### config.mk
export PLATFORM = sky130hd
export DESIGN_NAME = mips_instr_encoder
export DESIGN_NICKNAME = d
export VERILOG_FILES = /design/src/rtl/mips_instr_encoder.sv
export SDC_FILE = /design/constraint.sdc
export NUM_CORES = 1
export LEC_CHECK = 0
export CAP_MARGIN = 0
export CORE_AREA = 4 4 120 151
export DETAILED_ROUTE_END_ITERATION = 6
export DIE_AREA = 0 0 124 155
export PLACE_DENSITY_LB_ADDON = 0.1
export SYNTH_ARGS = -nofsm -noshare
export SYNTH_HDL_FRONTEND = slang
export SYNTH_SLANG_ARGS = --single-unit
export TNS_END_PERCENT = 10
### constraint.sdc
create_clock -name clk_i -period 2.9 [get_ports clk_i]
set_clock_uncertainty 0.2 [all_clocks]
set_input_delay 0.58 -clock clk_i [delete_from_list [all_inputs] [get_ports clk_i]]
set_output_delay 0.58 -clock clk_i [all_outputs]
set_load 0.1 [all_outputs]
### src/rtl/mips_instr_encoder.sv
// Streaming MIPS instruction encoder and instruction-memory loader: packs descriptors into
// 32-bit words and writes them from BASE_ADDR upward. Define ENC_FIELD_CHECK_EN for field-legality errors.
module mips_instr_encoder #(
  parameter int          DEPTH     = 4,
  parameter logic [31:0] BASE_ADDR = 32'h0000_3000,
  parameter int          MAX_WORDS = 1024
) (
  input  logic        clk_i,
  input  logic        reset_i,
  input  logic        start_i,
  input  logic        in_valid_i,
  output logic        in_ready_o,
  input  logic [4:0]  in_op_i,
  input  logic [4:0]  in_rs_i,
  input  logic [4:0]  in_rt_i,
  input  logic [4:0]  in_rd_i,
  input  logic [4:0]  in_shamt_i,
  input  logic [25:0] in_imm_i,
  input  logic        in_last_i,
  output logic        im_we_o,
  input  logic        im_ready_i,
  output logic [31:0] im_addr_o,
  output logic [31:0] im_wdata_o,
  output logic [10:0] word_count_o,
  output logic        busy_o,
  output logic        done_o,
  output logic        err_o
);

  localparam int AW = $clog2(DEPTH);
  localparam int CW = AW + 1;

  typedef enum logic [2:0] {IDLE, RUN, FLUSH, DONE, ERR} state_e;

  state_e        state_q, state_d;
  logic [31:0]   fifoMem_q [DEPTH];
  logic [AW-1:0] wrPtr_q, wrPtr_d, rdPtr_q, rdPtr_d;
  logic [CW-1:0] fifoCount_q, fifoCount_d;
  logic          encValid_q, encValid_d;
  logic [31:0]   encWord_q;
  logic [10:0]   wordCount_q, wordCount_d;

  logic          opLegal, isRType, isIType, isJType, fieldBad;
  logic [5:0]    rFunct, iOpcode, jOpcode;
  logic [31:0]   encoded;
  logic          inReady, accept, loadEnc, badAccept;
  logic          imWe, handshake, capErr, push, pop, enterRun;

  // Operation selector to instruction class and opcode/funct fields.
  always_comb begin
    opLegal = 1'b1;
    isRType = 1'b0;
    isIType = 1'b0;
    isJType = 1'b0;
    rFunct  = 6'h00;
    iOpcode = 6'h00;
    jOpcode = 6'h00;
    case (in_op_i)
      5'd0:  ;
      5'd1:  begin isRType = 1'b1; rFunct  = 6'h21; end
      5'd2:  begin isRType = 1'b1; rFunct  = 6'h23; end
      5'd3:  begin isRType = 1'b1; rFunct  = 6'h2A; end
      5'd4:  begin isRType = 1'b1; rFunct  = 6'h08; end
      5'd5:  begin isIType = 1'b1; iOpcode = 6'h0D; end
      5'd6:  begin isIType = 1'b1; iOpcode = 6'h0F; end
      5'd7:  begin isIType = 1'b1; iOpcode = 6'h23; end
      5'd8:  begin isIType = 1'b1; iOpcode = 6'h2B; end
      5'd9:  begin isIType = 1'b1; iOpcode = 6'h04; end
      5'd10: begin isJType = 1'b1; jOpcode = 6'h02; end
      5'd11: begin isJType = 1'b1; jOpcode = 6'h03; end
      5'd12: begin isIType = 1'b1; iOpcode = 6'h20; end
      5'd13: begin isIType = 1'b1; iOpcode = 6'h24; end
      5'd14: begin isIType = 1'b1; iOpcode = 6'h21; end
      5'd15: begin isIType = 1'b1; iOpcode = 6'h25; end
      5'd16: begin isIType = 1'b1; iOpcode = 6'h28; end
      5'd17: begin isIType = 1'b1; iOpcode = 6'h29; end
      default: opLegal = 1'b0;
    endcase
  end

  // JR carries only rs; LUI has no source register.
  always_comb begin
    encoded = 32'h0000_0000;
    if (isRType) begin
      if (in_op_i == 5'd4) encoded = {6'h00, in_rs_i, 15'h0000, rFunct};
      else encoded = {6'h00, in_rs_i, in_rt_i, in_rd_i, in_shamt_i, rFunct};
    end else if (isIType) begin
      encoded = {iOpcode, (in_op_i == 5'd6) ? 5'd0 : in_rs_i, in_rt_i, in_imm_i[15:0]};
    end else if (isJType) begin
      encoded = {jOpcode, in_imm_i};
    end
  end

`ifdef ENC_FIELD_CHECK_EN
  assign fieldBad = (in_shamt_i != 5'd0) ||
                    (isIType && (in_imm_i[25:16] != 10'd0)) ||
                    (!isRType && (in_rd_i != 5'd0));
`else
  assign fieldBad = 1'b0;
`endif

  assign inReady   = (state_q == RUN) && ((fifoCount_q + CW'(encValid_q)) < CW'(DEPTH));
  assign accept    = in_valid_i && inReady;
  assign loadEnc   = accept && opLegal && !fieldBad;
  assign badAccept = accept && (!opLegal || fieldBad);

  assign imWe      = (fifoCount_q != '0) && (state_q != ERR);
  assign handshake = imWe && im_ready_i;
  assign capErr    = handshake && (wordCount_q == 11'(MAX_WORDS));
  assign pop       = handshake && !capErr;
  // The encode stage always finds room because inReady reserves a slot for it.
  assign push      = encValid_q && (state_q != ERR) && ((fifoCount_q != CW'(DEPTH)) || pop);
  assign enterRun  = start_i && ((state_q == IDLE) || (state_q == DONE));

  always_comb begin
    wrPtr_d     = push ? wrPtr_q + AW'(1) : wrPtr_q;
    rdPtr_d     = pop  ? rdPtr_q + AW'(1) : rdPtr_q;
    fifoCount_d = fifoCount_q;
    if (push && !pop) fifoCount_d = fifoCount_q + CW'(1);
    else if (pop && !push) fifoCount_d = fifoCount_q - CW'(1);
    encValid_d  = loadEnc ? 1'b1 : (push ? 1'b0 : encValid_q);
    wordCount_d = wordCount_q;
    if (enterRun) wordCount_d = 11'd0;
    else if (pop) wordCount_d = wordCount_q + 11'd1;
  end

  // FLUSH looks at next-cycle occupancy so done rises right after the final commit.
  always_comb begin
    state_d = state_q;
    case (state_q)
      IDLE:  if (start_i) state_d = RUN;
      RUN: begin
        if (badAccept || capErr) state_d = ERR;
        else if (accept && in_last_i) state_d = FLUSH;
      end
      FLUSH: begin
        if (capErr) state_d = ERR;
        else if ((fifoCount_d == '0) && !encValid_d) state_d = DONE;
      end
      DONE:  if (start_i) state_d = RUN;
      default: state_d = ERR;
    endcase
  end

  always_ff @(posedge clk_i) begin
    if (reset_i) begin
      state_q     <= IDLE;
      wrPtr_q     <= '0;
      rdPtr_q     <= '0;
      fifoCount_q <= '0;
      encValid_q  <= 1'b0;
      wordCount_q <= 11'd0;
    end else begin
      state_q     <= state_d;
      wrPtr_q     <= wrPtr_d;
      rdPtr_q     <= rdPtr_d;
      fifoCount_q <= fifoCount_d;
      encValid_q  <= encValid_d;
      wordCount_q <= wordCount_d;
    end
  end

  always_ff @(posedge clk_i) begin
    if (loadEnc) encWord_q <= encoded;
    if (push) fifoMem_q[wrPtr_q] <= encWord_q;
  end

  assign in_ready_o   = inReady;
  assign im_we_o      = imWe;
  assign im_wdata_o   = imWe ? fifoMem_q[rdPtr_q] : 32'h0000_0000;
  assign im_addr_o    = BASE_ADDR + {19'h00000, wordCount_q, 2'b00};
  assign word_count_o = wordCount_q;
  assign busy_o       = (state_q == RUN) || (state_q == FLUSH);
  assign done_o       = (state_q == DONE);
  assign err_o        = (state_q == ERR);

endmodule
# Yosys cells after proc, flatten, opt, wreduce, memory -nomap -nowiden
# Memory sizes are Yosys's and may differ from the RTL's. A register that Yosys moved wholly into a read port is not among the register bits.
# Cells that the tools add are included.
# op_classes
n_eq_ne	27
reduce_logical	35
muxes	27
addsub	7
magnitude_cmp	1
# op_table
cell	n
$mux W32	4
$pmux W6 S11	1
$eq A5 B4 Y1 const B	8
$pmux W6 S4	1
$mux W21	1
$mux W3	7
$eq A5 B3 Y1 const B	4
$reduce_or A18 Y1	1
$add A14 B13 Y15 const A	1
$logic_and A1 B1 Y1	15
$add A11 B1 Y11 const B	1
$eq A11 B11 Y1 const B	1
$reduce_or A11 Y1	1
$eq A5 B2 Y1 const B	2
$eq A5 B5 Y1 const B	2
$ne A3 B3 Y1 const B	3
$pmux W3 S3	1
$mux W1	8
$eq A3 B2 Y1 const B	2
$logic_not A3 Y1	2
$reduce_or A2 Y1	3
$eq A5 B1 Y1 const B	1
$logic_not A1 Y1	5
$logic_not A5 Y1	1
16 further kinds	21
# totals
inputBits	57
n_memories	1
elab_cells	105
regBits	54
ramBits	128
out_inout_bits	80
# mem_list
name	depth	width	rd	rd_clocked_by_memory_dff	write_ports	line	text
fifoMem_q	4	32	1	1	1	36	logic [31:0] fifoMem_q [DEPTH];

# Logic depth before layout (Yosys ltp)
# logic_depth
word_depth	17
mapped_depth	9
ltp_nobuf	8

# Worst setup path after synthesis
# OpenSTA, ideal clock, no wires.
# synth_path
kind	register to register
startpoint	register wordCount_q[0] (netlist: word_count_o[0])
endpoint	memory fifoMem_q[0][0], enable pin
n_path_buf	0
arrival_ns	3.133
setup_ns	0.391
required_ns	2.309
stages_incl_launch_ff	8
path_slack_ns	-0.824
period_less_slack_ns	3.724
path_cell_list	dfxtp_1 > inv_1 > ha_1 > nor2b_1 > and4_1 > nor2_2 > o211a_1 > and2_1
# synth_via
elab_chain_len	8
# synth_rtl
element	line	text
from (decl)	41	logic [10:0] wordCount_q, wordCount_d;
from (signal assigned)	159	wordCount_q <= wordCount_d;
$eq A11 B11 Y1	109	assign capErr = handshake && (wordCount_q == 11'(MAX_WORDS));
$logic_and A1 B1 Y1	109	
$logic_not A1 Y1	110	assign pop = handshake && !capErr;
$logic_and A1 B1 Y1	110	
$logic_or A1 B1 Y1	112	assign push = encValid_q && (state_q != ERR) && ((fifoCount_q != CW'(DEPTH)) || pop);
$logic_and A1 B1 Y1	112	
$mux W1	165	if (push) fifoMem_q[wrPtr_q] <= encWord_q;
$mux W1 (not written as such)	165	
to (decl)	36	
# Every way passes these cells.

==> impl_metrics.ini <==
[grt]
grt_start_max_net_pins = 33
grt_pass1_vias = 4946
grt_util_all_layers = 0.185
antenna_found_initial = 0
overflow = 0
grt_pass1_wl_um = 26700

[floorplan]
die_area_sq_um = 19200
ios = 137
core_sq_um = 16600
die_w_um = 124
fp.dieH_um = 155
fp-row-count = 53
initial_utilization = 0.473

[yosys]
synth_xor_area_frac = 0.0178
synth_edf_count = 155
syn_avg_cell_area_sq_um = 14.9
ys_seq_elements = 179
yosys_warnings = 0
netlist_area_sq_um = 7870
synth.top_cell.area_share = 0.592
ys.flop_type = edfxtp_1
ys_top_cells_by_count = edfxtp_1 (155), nor2_1 (37), and3_1 (34)
yosys.area_share.adder = 0.0156
synthSimpleGateAreaFrac = 0.100
synth_most_common_cell = edfxtp_1
synth_area_leader_cell = edfxtp_1
synth-seq-area-share = 0.653
async_flop_share = 0
syn_inst = 528
synth_mux_area_frac = 0.0932
synth.area.top_cells = edfxtp_1 (59%), mux4_2 (8.9%), dfxtp_1 (6.1%)
synth_top_family_by_area = simple AND/OR/NAND/NOR gates
synth_compound_area_frac = 0.0647
synth.distinct_cells = 62

[routing]
drt-total-wl_um = 17200
postRouteAntennaNets = 0
wl_per_cell_um = 19.6
dr.pass1.iters = 5
drt_iter0_markers = 361
via_count = 4790
drc = 0
routed_via_density = 5.46

[clocking]
hold_buffers = 0
cts_tree = yes
clockRootBuffer = clkbuf_16
cts_num_sinks = 179
numCtsBuffers = 17
cts.clk_slew.worst_paths_ns = 0.06
clk_latency_ns = 0.42
htree_levels = 4
clockBufferDepth = 2

[timing]
period_needed_ns = 2.81
rsz0062_at_grt = no
max_slew_margin = 0.558
tightest_slew_ns = 0.663
fmax_mhz = 356
fin_crit_sh = 0.967
fin_ws_ns = 0.0943
maxSlewViolCount = 0
hold_viol_final = 0
setup_viol = 0

[worst_setup_path]
cp.depth = 4
rrSetupSlack_ns = 0.40
endpoint = im_wdata_o[0]
r2r_cells = 9
crit_fanout = 10
cpMostUsedCell = buf_12
critPathKind = register to output port
cp.required_ns = 2.12
worst-path-buf-inv = 2
critPathMaxStageDelay_ns = 0.52
worstReg2RegEnd = state_q[0]$_SDFFE_PP0P_
crit_path_start_kind = register
path_delay_family = multiplexers
endpoint_kind = output port
worst_ep_arrival_time_ns = 2.03
r2r-start = fifoCount_q[0]$_SDFF_PP0_
crit_chain = buf_12 -> mux4_2 -> and3_1 -> buf_12
cp_slowest_cell = mux4_2

[finish]
area_growth_pct = 30.0
layout-drive-gt1-share = 0.264
final_nets = 712
final_area_sq_um = 10200
utilization = 0.615
diodes = 0

[placed_design]
detailedPlace.worstSlack_ns = 0.0963
io_buffers = 116
gp_routability_congestion = 0.894
hpwlAfterDp_um = 11400
placed_area_sq_um = 9590

[power]
ir_drop_uv = 512
power.density_nw_per_um2 = 1040
p_leak_nw = 3.67

[status]
status = finished, final reports clean

[run]
max-cap-violations = 0

[min_path]
worstHoldPathType = register to register
==> power by group <==
| group | internal [W] | switching, W |
|---|---|---|
| combinational | 0.00188 | 0.00332 |
| clock | 0.00136 | 0.000958 |
| sequential | 0.00297 | 0.000137 |
| total | 0.00620 | 0.00442 |
==> cell usage in the layout, fill, tap and decap left out, types with 20 or more instances in the layout <==
| master | n |
|---|---|
| a22o_1 | 20 |
| and3_1 | 32 |
| buf_12 | 43 |
| buf_4 | 39 |
| clkdlybuf4s50_1 | 56 |
| conb_1 | 20 |
| edfxtp_1 | 155 |
| mux4_2 | 31 |
| nand2_1 | 20 |
| nor2_1 | 36 |
==> how the worst min path moves through the flow <==
stage / from / endpoint / cells after the start / slack [ns]
floorplan: encWord_q[0]$_DFFE_PP_ / fifoMem_q[0][0]$_DFFE_PP_ / 0 / 0.26
global placement: encWord_q[18]$_DFFE_PP_ / fifoMem_q[1][18]$_DFFE_PP_ / 0 / 0.27
detailed placement: encWord_q[18]$_DFFE_PP_ / fifoMem_q[2][18]$_DFFE_PP_ / 0 / 0.28
CTS: encWord_q[1]$_DFFE_PP_ / fifoMem_q[3][1]$_DFFE_PP_ / 0 / 0.30
global route: encWord_q[1]$_DFFE_PP_ / fifoMem_q[0][1]$_DFFE_PP_ / 0 / 0.31
finish: encWord_q[1]$_DFFE_PP_ / fifoMem_q[3][1]$_DFFE_PP_ / 0 / 0.30
==> cell families (layout without fill, tap and decap cells) <==
family,Yosys count,count (layout)
flip-flops,179,179
AO/OA/AOI/OAI,68,68
other,1,20
XOR/XNOR,16,16
AND/OR/NAND/NOR,144,144
adder cells (fa/ha/maj),10,10
multiplexers,34,34
buffers and inverters,76,187
==> timing repair <==
item / 4_1_cts / 5_1_grt
resized for setup: 3 / 3
gates cloned: 0 / 1
pin swaps: 0 / 0
setup endpoints to repair: 18 / 32
buffers inserted: 0 / 0
==> area by class of cell <==
type	instances	area, sq um
Clock buffer	17	425
Clock inverter	14	178
Sequential cell	179	5150
Inverter	16	60.1
Multi-Input combinational cell	292	2390
Fill cell	1251	6410
Timing Repair Buffer	140	1750
Tap cell	220	275
==> metal layers <==
| metal | track usage | vias up | share of wire |
|---|---|---|---|
| li1 | - | 2207 | - |
| met4 | 0.0548 | 0 | 0.013 |
| met2 | 0.321 | 187 | 0.53 |
| met1 | 0.225 | 2375 | 0.39 |
| met5 | 0 | - | 0 |
| met3 | 0.0491 | 21 | 0.065 |
==> registers in the layout (all words and copies together), names as in the netlist, named ones only <==
name / cells
encWord_q: 31
rdPtr_q: 2
fifoMem_q: 124
encValid_q: 1
wrPtr_q: 2
state_q: 3
fifoCount_q: 3
word_count_o: 11
==> through the flow <==
stage               hold slack (ns)  total power (W)  std cells  TNS, ns
global route                  0.309           0.0110        878        0
floorplan                     0.259          0.00653        547   -17.12
detailed placement            0.279          0.00834        846        0
finish                        0.298           0.0106        878        0
global placement              0.267          0.00829        846        0
CTS                           0.304           0.0107        877        0
(Power assumes the default switching activity.)
